File: config.mk
export PLATFORM = sky130hd
export DESIGN_NAME = dnn_seq_mlp
export DESIGN_NICKNAME = d
export VERILOG_FILES = /design/src/rtl/dnn_seq_mlp.sv
export SDC_FILE = /design/constraint.sdc
export NUM_CORES = 1
export LEC_CHECK = 0
export CAP_MARGIN = 30
export CORE_MARGIN = 3
export CORE_UTILIZATION = 40
export DETAILED_ROUTE_END_ITERATION = 8
export GPL_TIMING_DRIVEN = 1
export PLACE_DENSITY_LB_ADDON = 0.08
export RECOVER_POWER = 50
export SYNTH_ARGS = -nofsm -noshare
export SYNTH_HDL_FRONTEND = slang
export SYNTH_SLANG_ARGS = --single-unit
export TNS_END_PERCENT = 10
File: constraint.sdc
create_clock -name clk -period 7.8 [get_ports clk]
set_input_delay 1.56 -clock clk [delete_from_list [all_inputs] [get_ports clk]]
set_output_delay 1.56 -clock clk [all_outputs]
set_load 0.005 [all_outputs]
File: src/rtl/dnn_seq_mlp.sv
// rtl/dnn_seq_mlp.sv - time-multiplexed two-layer MLP with one shared signed MAC, optional hidden ReLU and saturated outputs
module dnn_seq_mlp #(
    parameter int DW    = 5,
    parameter int N_IN  = 4,
    parameter int N_HID = 4,
    parameter int N_OUT = 2,
    parameter int OUT_W = 17
) (
    input  logic                     clk,
    input  logic                     rst_n,
    input  logic                     in_valid,
    output logic                     in_ready,
    input  logic [N_IN*DW-1:0]       x_flat,
    input  logic [N_IN*N_HID*DW-1:0] w1_flat,
    input  logic [N_HID*N_OUT*DW-1:0] w2_flat,
    input  logic                     act_sel,
    output logic                     out_valid,
    input  logic                     out_ready,
    output logic [N_OUT*OUT_W-1:0]   out_flat,
    output logic [N_OUT-1:0]         out_sat,
    output logic                     busy
);
    localparam int H_W  = 2*DW + $clog2(N_IN);
    localparam int A2_W = H_W + DW + $clog2(N_HID);
    localparam int SW   = (A2_W > OUT_W) ? A2_W : OUT_W;
    localparam int IW   = (N_IN  > 1) ? $clog2(N_IN)  : 1;
    localparam int JW   = (N_HID > 1) ? $clog2(N_HID) : 1;
    localparam int KW   = (N_OUT > 1) ? $clog2(N_OUT) : 1;
    localparam logic [IW-1:0] I_MAX = IW'(N_IN - 1);
    localparam logic [JW-1:0] J_MAX = JW'(N_HID - 1);
    localparam logic [KW-1:0] K_MAX = KW'(N_OUT - 1);
    localparam logic signed [SW-1:0] OMAX = SW'((64'sd1 <<< (OUT_W - 1)) - 64'sd1);
    localparam logic signed [SW-1:0] OMIN = -OMAX - SW'(1);

    typedef enum logic [1:0] {IDLE, L1, L2, DONE} state_t;
    state_t state_q, state_d;

    logic [IW-1:0] i_cnt;
    logic [JW-1:0] j_cnt;
    logic [KW-1:0] k_cnt;
    logic signed [DW-1:0]  x_r  [N_IN];
    logic signed [DW-1:0]  w1_r [N_IN][N_HID];
    logic signed [DW-1:0]  w2_r [N_HID][N_OUT];
    logic                  act_r;
    logic signed [H_W-1:0] acc;
    logic signed [H_W-1:0] h_r  [N_HID];
    logic signed [A2_W-1:0] acc2;
    logic [N_OUT*OUT_W-1:0] out_q;
    logic [N_OUT-1:0]       sat_q;

    logic i_last, j_last, k_last;
    logic signed [2*DW-1:0]   prod1;
    logic signed [H_W-1:0]    l1_sum, h_val;
    logic signed [H_W+DW-1:0] prod2;
    logic signed [A2_W-1:0]   l2_sum;
    logic signed [SW-1:0]     sum_ext;
    logic                     sat_hi, sat_lo;
    logic [OUT_W-1:0]         sat_val;

    assign i_last = (i_cnt == I_MAX);
    assign j_last = (j_cnt == J_MAX);
    assign k_last = (k_cnt == K_MAX);

    // j_cnt is the outer index in layer 1 and the inner index in layer 2
    assign prod1   = x_r[i_cnt] * w1_r[i_cnt][j_cnt];
    assign l1_sum  = acc + H_W'(prod1);
    assign h_val   = (act_r && l1_sum[H_W-1]) ? '0 : l1_sum;
    assign prod2   = h_r[j_cnt] * w2_r[j_cnt][k_cnt];
    assign l2_sum  = acc2 + A2_W'(prod2);
    assign sum_ext = SW'(l2_sum);
    assign sat_hi  = sum_ext > OMAX;
    assign sat_lo  = sum_ext < OMIN;
    assign sat_val = sat_hi ? OMAX[OUT_W-1:0] : (sat_lo ? OMIN[OUT_W-1:0] : sum_ext[OUT_W-1:0]);

    assign in_ready  = (state_q == IDLE);
    assign out_valid = (state_q == DONE);
    assign busy      = (state_q != IDLE);
    assign out_flat  = out_q;
    assign out_sat   = sat_q;

    always_comb begin
        state_d = state_q;
        case (state_q)
            IDLE:    if (in_valid) state_d = L1;
            L1:      if (i_last && j_last) state_d = L2;
            L2:      if (j_last && k_last) state_d = DONE;
            DONE:    if (out_ready) state_d = IDLE;
            default: state_d = IDLE;
        endcase
    end

    always_ff @(posedge clk or negedge rst_n) begin
        if (!rst_n) begin
            state_q <= IDLE;
            i_cnt   <= '0;
            j_cnt   <= '0;
            k_cnt   <= '0;
            acc     <= '0;
            acc2    <= '0;
            act_r   <= 1'b0;
            out_q   <= '0;
            sat_q   <= '0;
            for (int i = 0; i < N_IN; i++) begin
                x_r[i] <= '0;
                for (int j = 0; j < N_HID; j++) w1_r[i][j] <= '0;
            end
            for (int j = 0; j < N_HID; j++) begin
                h_r[j] <= '0;
                for (int k = 0; k < N_OUT; k++) w2_r[j][k] <= '0;
            end
        end else begin
            state_q <= state_d;
            case (state_q)
                IDLE: if (in_valid) begin
                    act_r <= act_sel;
                    for (int i = 0; i < N_IN; i++) begin
                        x_r[i] <= x_flat[i*DW +: DW];
                        for (int j = 0; j < N_HID; j++)
                            w1_r[i][j] <= w1_flat[(i*N_HID+j)*DW +: DW];
                    end
                    for (int j = 0; j < N_HID; j++)
                        for (int k = 0; k < N_OUT; k++)
                            w2_r[j][k] <= w2_flat[(j*N_OUT+k)*DW +: DW];
                end
                L1: begin
                    i_cnt <= i_last ? '0 : i_cnt + IW'(1);
                    if (i_last) begin
                        acc        <= '0;
                        h_r[j_cnt] <= h_val;
                        j_cnt      <= j_last ? '0 : j_cnt + JW'(1);
                    end else begin
                        acc <= l1_sum;
                    end
                end
                L2: begin
                    j_cnt <= j_last ? '0 : j_cnt + JW'(1);
                    if (j_last) begin
                        acc2                         <= '0;
                        out_q[k_cnt*OUT_W +: OUT_W]  <= sat_val;
                        sat_q[k_cnt]                 <= sat_hi | sat_lo;
                        k_cnt                        <= k_last ? '0 : k_cnt + KW'(1);
                    end else begin
                        acc2 <= l2_sum;
                    end
                end
                default: ;
            endcase
        end
    end
endmodule

==> reports/results.tsv <==
stage	metric	value	unit
cells_and_area	nets	1787	
sta	finalCritPeriodShare	87.3	%
placement	place.gp.congestion	0.804	
yosys	ys_types	57	
detailed_routing	dr.first_iter.drc_count	423	
yosys	synthXorXnorAreaFrac	1.84	%
worst_setup_path	path_cells	mux4_2 -> mux2_2 -> and2_1 -> fa_1 -> inv_1 -> fa_1 -> inv_1 -> fa_1 -> inv_1 -> fa_1 -> inv_1 -> fa_1 -> a21o_1 -> a221oi_2 -> o21ai_1 -> a41oi_2 -> xnor2_1 -> nand2_1 -> o221ai_1	
detailed_routing	wl_per_cell	18.9	µm
yosys	synth-seq-cells	263	
global_routing	grt_max_degree	130	
detailed_routing	firstDrtPassIters	5	
cells_and_area	area_growth	21.8	%
worst_setup_path	endpoint_kind	flop	
yosys	synth_common_cells	263 x dfrtp_1, 146 x mux2_2, 135 x inv_1	
yosys	synthDominantCellAreaShare	42.0	%
clock_network	root_buffer	clkbuf_16	
yosys	synth-edff-count	0	
worst_setup_path	cp_common_cell	fa_1	
floorplanning	core	38100	µm²
floorplanning	fp.dieW	204	µm
clock_network	cts-resized-gates	0	
yosys	synth_most_common_cell	dfrtp_1	
detailed_routing	num_vias	10400	
placement	place_ws	0.918	ns
sta	rsz0062_at_grt	no	
worst_setup_path	required	8.28	ns
yosys	syn_area_per_cell	12.0	µm²
sta	clock.fmax	147	MHz
yosys	ys_async_sr_fraction	100	%
global_routing	grt.overflow.total	0	
worst_setup_path	max_stage_delay	0.79	ns
global_routing	antenna_found_initial	11	
floorplanning	die_y	204	µm
yosys	synth.yosys.seq_area_share	42.0	%
placement	dp_hpwl	28.7	mm
floorplanning	dieArea	41600	µm²
clock_network	clk_pin_slew	0.06	ns
floorplanning	num_rows	71	
yosys	synth_top_family_by_area	multiplexers	
clock_network	cts_tree	yes	
hold_path	hp-class	flop to flop	
yosys	syn-cell-area	15700	µm²
clock_network	htreeDepth	1	
sta	timing.final.ws_setup	0.993	ns
detailed_routing	drc	0	
floorplanning	start_util	41.1	%
sta	tns	0	ns
clock_network	hold_buffers	0	
yosys	yosys_warnings	0	
sta	slew_viol_final	338	
worst_setup_path	cp-start-kind	flop	
cells_and_area	layout-drive-gt1-share	18.9	%
sta	hold_violations	0	
clock_network	cts_made_buffers	30	
detailed_routing	finalWirelength	38.0	mm
cells_and_area	multi_input_area	8340	µm²
yosys	synthAdderAreaFrac	17.3	%
yosys	synthMuxAreaShare	18.3	%
sta	fin_crit	6.81	ns
detailed_routing	ant_nets	0	
cells_and_area	regArea	6580	µm²
clock_network	clk_latency	0.58	ns
run	cap_violations	4	
detailed_routing	viasPerCell	5.14	
yosys	synthTopCellsByArea	dfrtp_1 42%, fa_1 11%, mux2_2 10%, mux4_2 7.5%, ha_1 5.8%	
run_status	status	complete, but fails checks	
clock_network	cts_sinks	263	
sta	worst_slew_pin_slew	3.93	ns
cells_and_area	nFillCells	3405	
yosys	syn_nets	1614	
global_routing	grt_pass1_vias	11200	
sta	skew	0.0317	ns
sta	setup_viol	0	
worst_setup_path	arrival	7.29	ns
global_routing	grt_usage	18.7	%
clock_network	cts_buffer_depth	3	
clock_network	cts_setup_buffers	0	
worst_setup_path	path_max_fanout	20	
run_status	violations	max-capacitance violations, max-slew violations	
yosys	synth_compound_area_share	8.07	%
sta	slew_headroom	-162	%
yosys	synth_top_area_cell	dfrtp_1	
worst_setup_path	critical_path_class	flop to flop	
yosys	yosys_most_used_dff	dfrtp_1	
floorplanning	design.portCount	184	
yosys	synth_cells	1306	
yosys	synth_simple_gate_area_share	7.66	%
worst_setup_path	cpMaxStageDelayCell	dfrtp_2	
global_routing	grt_pass1_wl	61.9	mm
placement	port_buffers	183	
-- path summary, 6_finish.rpt --
| path | endpoint | depth (start not counted) | slack [ns] | from |
|---|---|---|---|---|
| min reg2reg | h_r[5] | 2 | 0.47 | h_r[5] |
| max | out_flat[11] | 19 | 0.99 | j_cnt[0] |
| max reg2reg | out_flat[11] | 19 | 0.99 | j_cnt[0] |
| max in group asynchronous | x_r[15] | 3 | 2.61 | rst_n |
| min in group asynchronous | h_r[42] | 1 | 2.06 | rst_n |
| min | h_r[5] | 2 | 0.47 | h_r[5] |
-- sequential cells by signal (all words and copies together), names as in the netlist --
| register | count |
|---|---|
| out_flat | 34 |
| out_sat | 2 |
| h_r | 48 |
| x_r | 20 |
| w2_r | 40 |
| k_cnt | 1 |
| state_q | 2 |
| i_cnt | 2 |
| j_cnt | 2 |
| acc | 12 |
| w1_r | 80 |
| act_r | 1 |
| acc2 | 19 |
-- metal layers --
metal,global-route usage (%),wire (µm),up-vias
met4,5.01,993,16
met1,24.8,16500,5201
met5,0,83,-
met2,30.7,18100,227
li1,-,-,4842
met3,4.76,2400,72
-- logic make-up after synthesis --
group           after synthesis
flops                       263
simple gates                256
mux                         204
buf+inv                     198
compound gates              190
fa+ha+maj                   163
xor+xnor                     32
-- area by class of cell --
| type | count | share of cell area, % |
|---|---|---|
| Antenna cell | 3 | 0.0393 |
| Clock buffer | 42 | 4.48 |
| Clock inverter | 14 | 0.957 |
| Inverter | 136 | 2.67 |
| Multi-Input combinational cell | 845 | 43.7 |
| Sequential cell | 263 | 34.5 |
| Tap cell | 511 | 3.35 |
| Timing Repair Buffer | 203 | 10.3 |
-- through the flow --
step | hold WS, ns | instance area (µm²) | std cells | util [%]
floorplan | 0.443 | 15700 | 1306 | -
global placement | 0.458 | 18100 | 1956 | 47.4
detailed placement | 0.465 | 18100 | 1956 | 47.4
CTS | 0.479 | 19100 | 2012 | 50.1
global route | 0.505 | 19100 | 2014 | 50.1
finish | 0.475 | 19100 | 2017 | 50.1
-- cells in the final DEF (no fill, tap or decap), types with 4 or more instances in the layout --
cell type | Yosys | layout
a22o_1 | 4 | 4
o21ai_0 | 66 | 66
nor2_1 | 52 | 52
a21o_1 | 10 | 10
or2_2 | 4 | 4
nand3_1 | 7 | 7
xor2_1 | 10 | 10
nand4_1 | 4 | 4
inv_1 | 135 | 135
nand3b_1 | 4 | 4
a311oi_1 | 5 | 5
ha_1 | 73 | 73
a221o_1 | 4 | 4
clkbuf_16 | 0 | 30
xnor2_1 | 21 | 21
nand2b_1 | 15 | 15
mux2i_1 | 6 | 6
fa_1 | 90 | 90
clkbuf_8 | 0 | 6
and2_1 | 19 | 19
nand2_1 | 109 | 109
o22ai_1 | 21 | 21
clkinv_2 | 0 | 6
nor2b_1 | 32 | 32
clkdlybuf4s50_1 | 0 | 181
a21oi_1 | 24 | 24
a211oi_1 | 7 | 7
dfrtp_1 | 263 | 261
buf_4 | 1 | 13
mux2_2 | 146 | 146
clkbuf_1 | 49 | 10
o221ai_1 | 17 | 17
mux4_2 | 52 | 52
o31ai_1 | 10 | 10
-- worst max-delay path, delay by kind of cell (launching register included) --
family | cells | cell delay (ns)
xor+xnor | 1 | 0.40
fa+ha+maj | 5 | 2.44
simple gates | 2 | 0.59
flops | 1 | 0.79
buf+inv | 4 | 0.23
mux | 2 | 0.98
compound gates | 5 | 1.30
Power is not shown: default switching activity piles up to over one toggle a cycle in this logic, so the estimate is an artifact.
